==> config.mk <==
export PLATFORM = sky130hd
export DESIGN_NAME = nnacc_mm_sched_flat
export DESIGN_NICKNAME = d
export VERILOG_FILES = /design/src/rtl/nnacc_mm_sched_if.sv /design/src/rtl/nnacc_mm_sched.sv /design/src/flat_wrapper.sv
export SDC_FILE = /design/constraint.sdc
export NUM_CORES = 1
export LEC_CHECK = 0
export BUFFER_PORTS_ARGS = -buffer_cell sky130_fd_sc_hd__clkbuf_2
export CAP_MARGIN = 15
export CORE_MARGIN = 2
export CORE_UTILIZATION = 40
export DETAILED_ROUTE_END_ITERATION = 6
export GPL_TIMING_DRIVEN = 1
export PLACE_DENSITY = 0.67
export RECOVER_POWER = 25
export SYNTH_ARGS = -nofsm -noshare
export SYNTH_HDL_FRONTEND = slang
export SYNTH_SLANG_ARGS = --single-unit
==> constraint.sdc <==
create_clock -name nice_clk -period 12.6 [get_ports nice_clk]
set_input_delay 0.63 -clock nice_clk [delete_from_list [all_inputs] [get_ports nice_clk]]
set_output_delay 0.63 -clock nice_clk [all_outputs]
set_load 0.02 [all_outputs]
==> src/rtl/nnacc_mm_sched_if.sv <==
// Job descriptor bus between the matrix-multiply scheduler and the dot-product datapath.
interface nnacc_mm_sched_if #(
    parameter int AW = 32,
    parameter int DW = 32
);
    logic          job_valid;
    logic          job_ready;
    logic [AW-1:0] job_lhs_addr;
    logic [AW-1:0] job_rhs_addr;
    logic [AW-1:0] job_dst_addr;
    logic [DW-1:0] job_len;
    logic          job_last;
    logic          job_done;

    // scheduler side
    modport master (
        output job_valid, job_lhs_addr, job_rhs_addr, job_dst_addr, job_len, job_last,
        input  job_ready, job_done
    );

    // datapath side
    modport slave (
        input  job_valid, job_lhs_addr, job_rhs_addr, job_dst_addr, job_len, job_last,
        output job_ready, job_done
    );
endinterface

==> src/rtl/nnacc_mm_sched.sv <==
// Matrix-multiply job scheduler: walks every (lhs row, rhs row) output element
// and issues one dot-product job per element, one job outstanding at a time.
module nnacc_mm_sched #(
    parameter int AW = 32,
    parameter int DW = 32
) (
    input  logic          nice_clk,
    input  logic          nice_rst,
    input  logic          start,
    input  logic [DW-1:0] lhs_rows,
    input  logic [DW-1:0] rhs_rows,
    input  logic [DW-1:0] rhs_cols,
    input  logic [AW-1:0] lhs_addr,
    input  logic [AW-1:0] rhs_addr,
    input  logic [AW-1:0] dst_addr,
    nnacc_mm_sched_if.master job,
    output logic [1:0]    state,
    output logic          fin,
    output logic          busy
);
    localparam logic [1:0] IDLE  = 2'd0;
    localparam logic [1:0] ISSUE = 2'd1;
    localparam logic [1:0] WAIT  = 2'd2;
    localparam logic [1:0] FIN   = 2'd3;

    // latched run configuration (lhs/dst bases live only in the running pointers)
    typedef struct packed {
        logic [DW-1:0] lhs_rows;
        logic [DW-1:0] rhs_rows;
        logic [DW-1:0] rhs_cols;
        logic [AW-1:0] rhs_addr;
    } cfg_t;

    cfg_t          cfg;
    logic [DW-1:0] r;
    logic [DW-1:0] c;
    logic [AW-1:0] lp;
    logic [AW-1:0] rp;
    logic [AW-1:0] dp;
    logic          last_row;
    logic          last_col;
    logic          zero_dim;
    logic [AW-1:0] stride;

    assign last_row = (r == cfg.lhs_rows - DW'(1));
    assign last_col = (c == cfg.rhs_rows - DW'(1));
    assign zero_dim = (lhs_rows == '0) || (rhs_rows == '0) || (rhs_cols == '0);
    // row stride in bytes equals the dot-product length (int8, row-major)
    assign stride   = AW'(cfg.rhs_cols);

    // outputs are pure decodes of registered state, so ready/done never reach them combinationally
    assign job.job_valid    = (state == ISSUE);
    assign job.job_lhs_addr = lp;
    assign job.job_rhs_addr = rp;
    assign job.job_dst_addr = dp;
    assign job.job_len      = cfg.rhs_cols;
    assign job.job_last     = (state == ISSUE) && last_row && last_col;
    assign fin              = (state == FIN);
    assign busy             = (state != IDLE);

    // run sequencer: latch on start, issue/wait per element, c inner and r outer
    always_ff @(posedge nice_clk or posedge nice_rst) begin
        if (nice_rst) begin
            state <= IDLE;
            cfg   <= '0;
            r     <= '0;
            c     <= '0;
            lp    <= '0;
            rp    <= '0;
            dp    <= '0;
        end else begin
            case (state)
                IDLE: begin
                    if (start) begin
                        cfg.lhs_rows <= lhs_rows;
                        cfg.rhs_rows <= rhs_rows;
                        cfg.rhs_cols <= rhs_cols;
                        cfg.rhs_addr <= rhs_addr;
                        r     <= '0;
                        c     <= '0;
                        lp    <= lhs_addr;
                        rp    <= rhs_addr;
                        dp    <= dst_addr;
                        state <= zero_dim ? FIN : ISSUE;
                    end
                end
                ISSUE: begin
                    if (job.job_ready) state <= WAIT;
                end
                WAIT: begin
                    if (job.job_done) begin
                        if (last_row && last_col) begin
                            state <= FIN;
                        end else begin
                            dp <= dp + AW'(1);
                            if (!last_col) begin
                                c  <= c + DW'(1);
                                rp <= rp + stride;
                            end else begin
                                c  <= '0;
                                rp <= cfg.rhs_addr;
                                r  <= r + DW'(1);
                                lp <= lp + stride;
                            end
                            state <= ISSUE;
                        end
                    end
                end
                default: state <= IDLE;
            endcase
        end
    end
endmodule
==> src/flat_wrapper.sv <==
// flat-port wrapper written by rule: the top's interface ports become plain ports
module nnacc_mm_sched_flat 
#(
    parameter int AW = 32,
    parameter int DW = 32
)
  (nice_clk, nice_rst, start, lhs_rows, rhs_rows, rhs_cols, lhs_addr, rhs_addr, dst_addr, state, fin, busy, job_job_valid, job_job_lhs_addr, job_job_rhs_addr, job_job_dst_addr, job_job_len, job_job_last, job_job_ready, job_job_done);
  nnacc_mm_sched_if #(.AW(AW), .DW(DW)) job_i ();
  input  logic nice_clk;
  input  logic nice_rst;
  input  logic start;
  input  logic [DW-1:0] lhs_rows;
  input  logic [DW-1:0] rhs_rows;
  input  logic [DW-1:0] rhs_cols;
  input  logic [AW-1:0] lhs_addr;
  input  logic [AW-1:0] rhs_addr;
  input  logic [AW-1:0] dst_addr;
  output logic [1:0] state;
  output logic fin;
  output logic busy;
  output wire logic [$bits(job_i.job_valid)-1:0] job_job_valid;
  output wire logic [$bits(job_i.job_lhs_addr)-1:0] job_job_lhs_addr;
  output wire logic [$bits(job_i.job_rhs_addr)-1:0] job_job_rhs_addr;
  output wire logic [$bits(job_i.job_dst_addr)-1:0] job_job_dst_addr;
  output wire logic [$bits(job_i.job_len)-1:0] job_job_len;
  output wire logic [$bits(job_i.job_last)-1:0] job_job_last;
  input wire logic [$bits(job_i.job_ready)-1:0] job_job_ready;
  input wire logic [$bits(job_i.job_done)-1:0] job_job_done;
  assign job_job_valid = job_i.job_valid;
  assign job_job_lhs_addr = job_i.job_lhs_addr;
  assign job_job_rhs_addr = job_i.job_rhs_addr;
  assign job_job_dst_addr = job_i.job_dst_addr;
  assign job_job_len = job_i.job_len;
  assign job_job_last = job_i.job_last;
  assign job_i.job_ready = job_job_ready;
  assign job_i.job_done = job_job_done;
  nnacc_mm_sched #(.AW(AW), .DW(DW)) u_core (.nice_clk(nice_clk), .nice_rst(nice_rst), .start(start), .lhs_rows(lhs_rows), .rhs_rows(rhs_rows), .rhs_cols(rhs_cols), .lhs_addr(lhs_addr), .rhs_addr(rhs_addr), .dst_addr(dst_addr), .job(job_i), .state(state), .fin(fin), .busy(busy));
endmodule
==> results of run 1 <==
-- kinds of logic after synthesis --
group	after synthesis	synth area share
adder cells (fa/ha/maj)	69	0.0449
flip-flops	290	0.371
multiplexers	43	0.0221
AO/OA/AOI/OAI	596	0.195
buffers and inverters	215	0.0497
XOR/XNOR	125	0.0560
AND/OR/NAND/NOR	1056	0.261
-- cell type report --
type	count	area, um^2	area share
inverter	48	181	0.00802
tap	615	769	0.0340
antenna	2	5.00	0.000221
multi-input combinational	1889	11400	0.503
sequential	290	7260	0.321
timing repair buffer	347	1780	0.0786
clock buffer	50	1080	0.0476
clock inverter	15	169	0.00747
-- worst max-delay path: stages --
cell        delay, ns
clkbuf_2         0.09
clkinvlp_2       2.60
clkbuf_1         2.60
-- worst max path at each step --
stage                               start              to  slack (ns)  depth (start not counted)
final                            nice_rst  u_core.cfg[20]        6.43                          3
after detailed placement  u_core.cfg[103]    u_core.c[13]        7.10                         11
after global placement    u_core.cfg[103]     u_core.c[9]        7.22                         11
after CTS                 u_core.cfg[103]    u_core.c[13]        7.07                         11
after global routing             nice_rst  u_core.cfg[20]        5.19                          3
after floorplan                  nice_rst     u_core.c[0]        3.96                          1
-- routing by layer --
layer | GRT usage | vias to the layer above | share of wire
met1 | 0.341 | 9190 | 0.44
met4 | 0.103 | 4 | 0.038
met2 | 0.406 | 677 | 0.45
met3 | 0.0537 | 122 | 0.072
met5 | 0 | - | 0.00035
li1 | - | 9074 | -
-- where the power goes --
| group | total, mW | leakage [nW] | switching [mW] | internal, mW |
|---|---|---|---|---|
| Sequential | 1.82 | 3.65 | 0.527 | 1.29 |
| Combinational | 3.41 | 6.20 | 2.12 | 1.29 |
| Clock | 1.10 | 0.609 | 0.442 | 0.662 |
-- through the flow --
stage          total power, mW  cells  cell area, um^2   util  hold slack [ns]
2_1_floorplan             4.26   2394            19500      -            0.437
3_3_place_gp              5.11   3187            21400  0.445            0.450
3_5_place_dp              5.19   3187            21400  0.445            0.463
4_1_cts                   6.33   3252            22600  0.471            0.222
5_1_grt                   6.81   3255            22600  0.472            0.253
6_report                  6.33   3256            22600  0.472            0.269
-- cells in the mapped netlist (all sizes together), types with 10 or more instances --
cell       n  area (um^2)
nor2     130          488
o21ai    131          659
nor3      45          241
a21o      50          375
a211oi    38          290
nand4     40          250
xnor2     70          613
nor4      51          357
o211ai    26          195
mux2i     42          420
a21oi    181          906
o22ai     13         81.3
a31oi     16          100
a2bb2oi   12          105
ha        67          838
and4      15          131
nand3     60          300
and2      10         62.6
nand2    518         1940
o21bai    10         75.1
clkbuf   111          417
or3       30          188
xor2      55          482
or4       50          379
nand2b    19          119
buf       56          374
inv       48          180
and3      37          231
o31ai     38          285
dfrtp    290         7260
-- flip-flops by register name, summed over array words and instances, names as in the netlist --
| register | cells |
|---|---|
| u_core.state | 2 |
| u_core.r | 32 |
| u_core.c | 32 |
| u_core.job.job_rhs_addr | 32 |
| u_core.job.job_len | 32 |
| u_core.cfg | 96 |
| u_core.job.job_dst_addr | 32 |
| u_core.job.job_lhs_addr | 32 |
==> flow_summary.toml, run 1 <==
[floorplan]
fp.dieH_um = 225
boundaryPins = 331
die_area_um2 = 50600
rows = 80
core-area_um2 = 47900
initial_core_util = 0.408
die_width_um = 225

[setup_path]
cp.required_ns = 12.47
critPathMaxFanout = 100
critPathKind = "in2async"
r2r_end = "u_core.job.job_dst_addr[29]"
rr_startpoint = "u_core.cfg[103]"
reg2reg_depth = 11
reg2reg_slack_ns = 7.05
critPathLaunchType = "input port"
cp.arrival_ns = 6.05
end_kind = "asynchronous set/reset pin"

[logic_synthesis]
syn_inst = 2394
synth_cell_types = 88
synth_edf_count = 0
synth.net_count = 2660
synth_seq_cells = 290
synthesis.area_um2 = 19500
async_flop_share = 1.00
yosysWarnings = 0
synth_top_flop_cell = "dfrtp_1"
synth_seq_area_share = 0.371
avgSynthCellArea_um2 = 8.16

[route]
postRouteWirelength_um = 66000
vias_per_cell = 5.86
route.detailed.drc = 0
drt_iter0_drc = 1655
wl_per_cell_um = 20.3
firstDrtPassIters = 5
ant_nets = 0
vias = 19100

[layout]
final_cell_mix = "516 x nand2_1, 312 x clkbuf_2, 290 x dfrtp_1, 180 x a21oi_1, 129 x nor2_1"
area_growth_pct = 15.7
nFillCells = 4712
final_nets = 2880
final_common_cell = "nand2_1"
drive_above_1_share = 0.162

[clock_network]
clock_latency_ns = 0.56
cts_hold_buffers = 0
cts_inserted_buffers = 38
cts_tree = "done"
postCtsResizedCells = 0
clock-root-buffer = "clkbuf_16"
post_cts_buffers = 0
path_clk_slew_ns = 0.06
clockBufferDepth = 3
h-tree-depth = 2
clock-sinks = 290

[power_and_ir_drop]
power.density_nw_per_um2 = 280
p_leak_nw = 10.5
irDropWorstVdd_v = 0.000165

[hold_path]
hold_depth = 2
worstHoldStart = "job_job_ready"
whs_endpoint = "u_core.state[0]"
hp-class = "in2reg"

[global_routing]
grt_max_degree = 101
grt_pass1_vias = 18300
grt_pass1_wl_um = 102000
antenna_found_initial = 4
grt-ovfl-total = 0
grt_usage = 0.256

[timing]
final-max-slew-violation-count = 229
finalHoldViolations = 0
worst_slew_pin_slew_ns = 4.78
fin_ws_ns = 6.43
slew_headroom = -2.21
finalSetupViolations = 0
clock.fmax_ghz = 0.162
fin_crit_ns = 6.17
rsz0062_at_grt = "no"
post-route-period-util = 0.490
fin_skew_ns = 0.0163
fin_setup_tns_ns = 0

[placement]
routabilityCongestion = 0.936
dp_hpwl_um = 48400
io_buffers = 330
place_ws_ns = 7.10

[outcome]
violations = "max-capacitance violations, max-slew violations"
outcome = "finished with violations"

[flow_run]
maxCapViolations = 3
Power figures use the tool's default switching activity.
==> run 2, diff against run 1 <==
--- a/config.mk
+++ b/config.mk
@@ -11,7 +11,7 @@
 export CORE_UTILIZATION = 40
 export DETAILED_ROUTE_END_ITERATION = 6
 export GPL_TIMING_DRIVEN = 1
-export PLACE_DENSITY = 0.67
+export PLACE_DENSITY = 0.69
 export RECOVER_POWER = 25
 export SYNTH_ARGS = -nofsm -noshare
 export SYNTH_HDL_FRONTEND = slang
==> constraint.sdc (replaced) <==
create_clock -name nice_clk -period 5.4 [get_ports nice_clk]
set_input_delay 0.27 -clock nice_clk [delete_from_list [all_inputs] [get_ports nice_clk]]
set_output_delay 0.27 -clock nice_clk [all_outputs]
set_load 0.02 [all_outputs]
==> flow_summary.toml, run 2 (synthesis gave the netlist of run 1 again) <==
[floorplan]
core-area_um2 = 47900
initial_core_util = 0.408
boundaryPins = 331
rows = 80
die_width_um = 225
fp.dieH_um = 225
die_area_um2 = 50600

[layout]
fin_util = 0.498
regMostFlops = "u_core.cfg"
final_cell_mix = "516 x nand2_1, 290 x dfrtp_1, 206 x clkbuf_2, 180 x a21oi_1, 143 x dlygate4sd3_1"
final_nets = 3027
stdcell_count = 3401
drive_above_1_share = 0.117
largest_reg_flops = 96
final_cell_area_um2 = 23900
area_growth_pct = 22.3
final_common_cell = "nand2_1"

[route]
wl_per_cell_um = 19.9
drt_iter0_drc = 1713
postRouteWirelength_um = 67700
vias_per_cell = 5.84
route.detailed.drc = 0
ant_nets = 0
firstDrtPassIters = 7
vias = 19800

[clock_network]
cts_tree = "done"
postCtsResizedCells = 0
path_clk_slew_ns = 0.06
cts_inserted_buffers = 37
clock_latency_ns = 0.55
clockBufferDepth = 3
clock-sinks = 290
h-tree-depth = 2
clock-root-buffer = "clkbuf_16"

[hold_path]
hp-class = "in2reg"

[timing]
fin_skew_ns = 0.0204
finalHoldViolations = 0
finalSetupViolations = 0
final-max-slew-violation-count = 275
fin_crit_ns = 5.05
post-route-period-util = 0.935
slew_headroom = -1.42
fin_setup_tns_ns = 0
rsz0062_at_grt = "no"
worst_slew_pin_slew_ns = 3.63
clock.fmax_ghz = 0.198

[flow_run]
maxCapViolations = 3

[global_routing]
antenna_found_initial = 4
grt-ovfl-total = 0
met1_usage = 0.337
grt_max_degree = 158
grt_usage = 0.262
use_met3 = 0.0493
grt_pass1_wl_um = 105000
met2_usage = 0.427
gr-max-usage-layer = "met2"
grt_pass1_vias = 19300

[setup_path]
cp.arrival_ns = 4.78
end_kind = "output pin"
critPathLaunchType = "register"
critPathKind = "reg2out"
critPathMaxFanout = 11
cp.required_ns = 5.13

[placement]
routabilityCongestion = 0.982
dp_hpwl_um = 48000
io_buffers = 330
place_area_um2 = 21400
placed_cells = 3193

[power_and_ir_drop]
p_leak_nw = 10.7
power.density_nw_per_um2 = 616
total_power_mw = 14.7
irDropWorstVdd_v = 0.000401

[outcome]
outcome = "finished with violations"
violations = "max-capacitance violations, max-slew violations"
run 2: final timing paths:
kind,cells past startpoint,slack [ns],to,from
max,9,0.35,job_job_last,u_core.cfg[103]
min,3,0.02,u_core.cfg[113],lhs_rows[17]
max reg2reg,11,0.49,u_core.job.job_rhs_addr[23],u_core.cfg[103]
min reg2reg,2,0.47,u_core.cfg[9],u_core.cfg[9]
max in group asynchronous,4,0.97,u_core.job.job_dst_addr[24],nice_rst
min in group asynchronous,3,0.41,u_core.job.job_len[2],nice_rst
run 2: cell type report:
| type | count | area [um^2] |
|---|---|---|
| Fill cell | 4464 | 24100 |
| Sequential cell | 290 | 7260 |
| Inverter | 48 | 181 |
| Clock buffer | 47 | 1040 |
| Clock inverter | 15 | 131 |
| Multi-Input combinational cell | 1889 | 11400 |
| Antenna cell | 2 | 5.00 |
| Timing Repair Buffer | 495 | 3130 |
| Tap cell | 615 | 769 |
run 2: metal layers:
layer | wire length, um | part of all wire
met3 | 4820 | 0.071
met5 | 8 | 0.00012
met1 | 28600 | 0.42
met4 | 3000 | 0.044
met2 | 31300 | 0.46
run 2: critical path, stage by stage (launching register included):
cell,delay [ns]
dfrtp_1,0.49
nor4_1,0.42
nand3b_1,0.41
or4_1,0.64
xnor2_1,0.15
or4_1,0.49
or4_1,0.53
nor4_2,0.68
and2_1,0.26
clkbuf_2,0.18
run 2: power breakdown:
part | switching, mW | internal (mW) | total (mW)
clock network | 1.01 | 1.45 | 2.46
logic | 4.97 | 3.01 | 7.98
registers | 1.27 | 3.01 | 4.28
total | 7.25 | 7.47 | 14.7
run 2: what timing repair did:
| action | CTS | global route |
|---|---|---|
| endpoints found under the setup margin | 0 | 0 |
| hold buffers | 143 | 0 |
| setup buffers | 0 | 0 |
| endpoints found under the hold margin | 162 | 0 |
run 2: stage by stage:
stage	hold slack [ns]	setup WS [ns]
after floorplan	0.356	1.28
after global placement	0.314	0.761
after detailed placement	0.319	0.626
after CTS	0.00110	0.415
after global routing	0.0266	0.109
final	0.0159	0.353
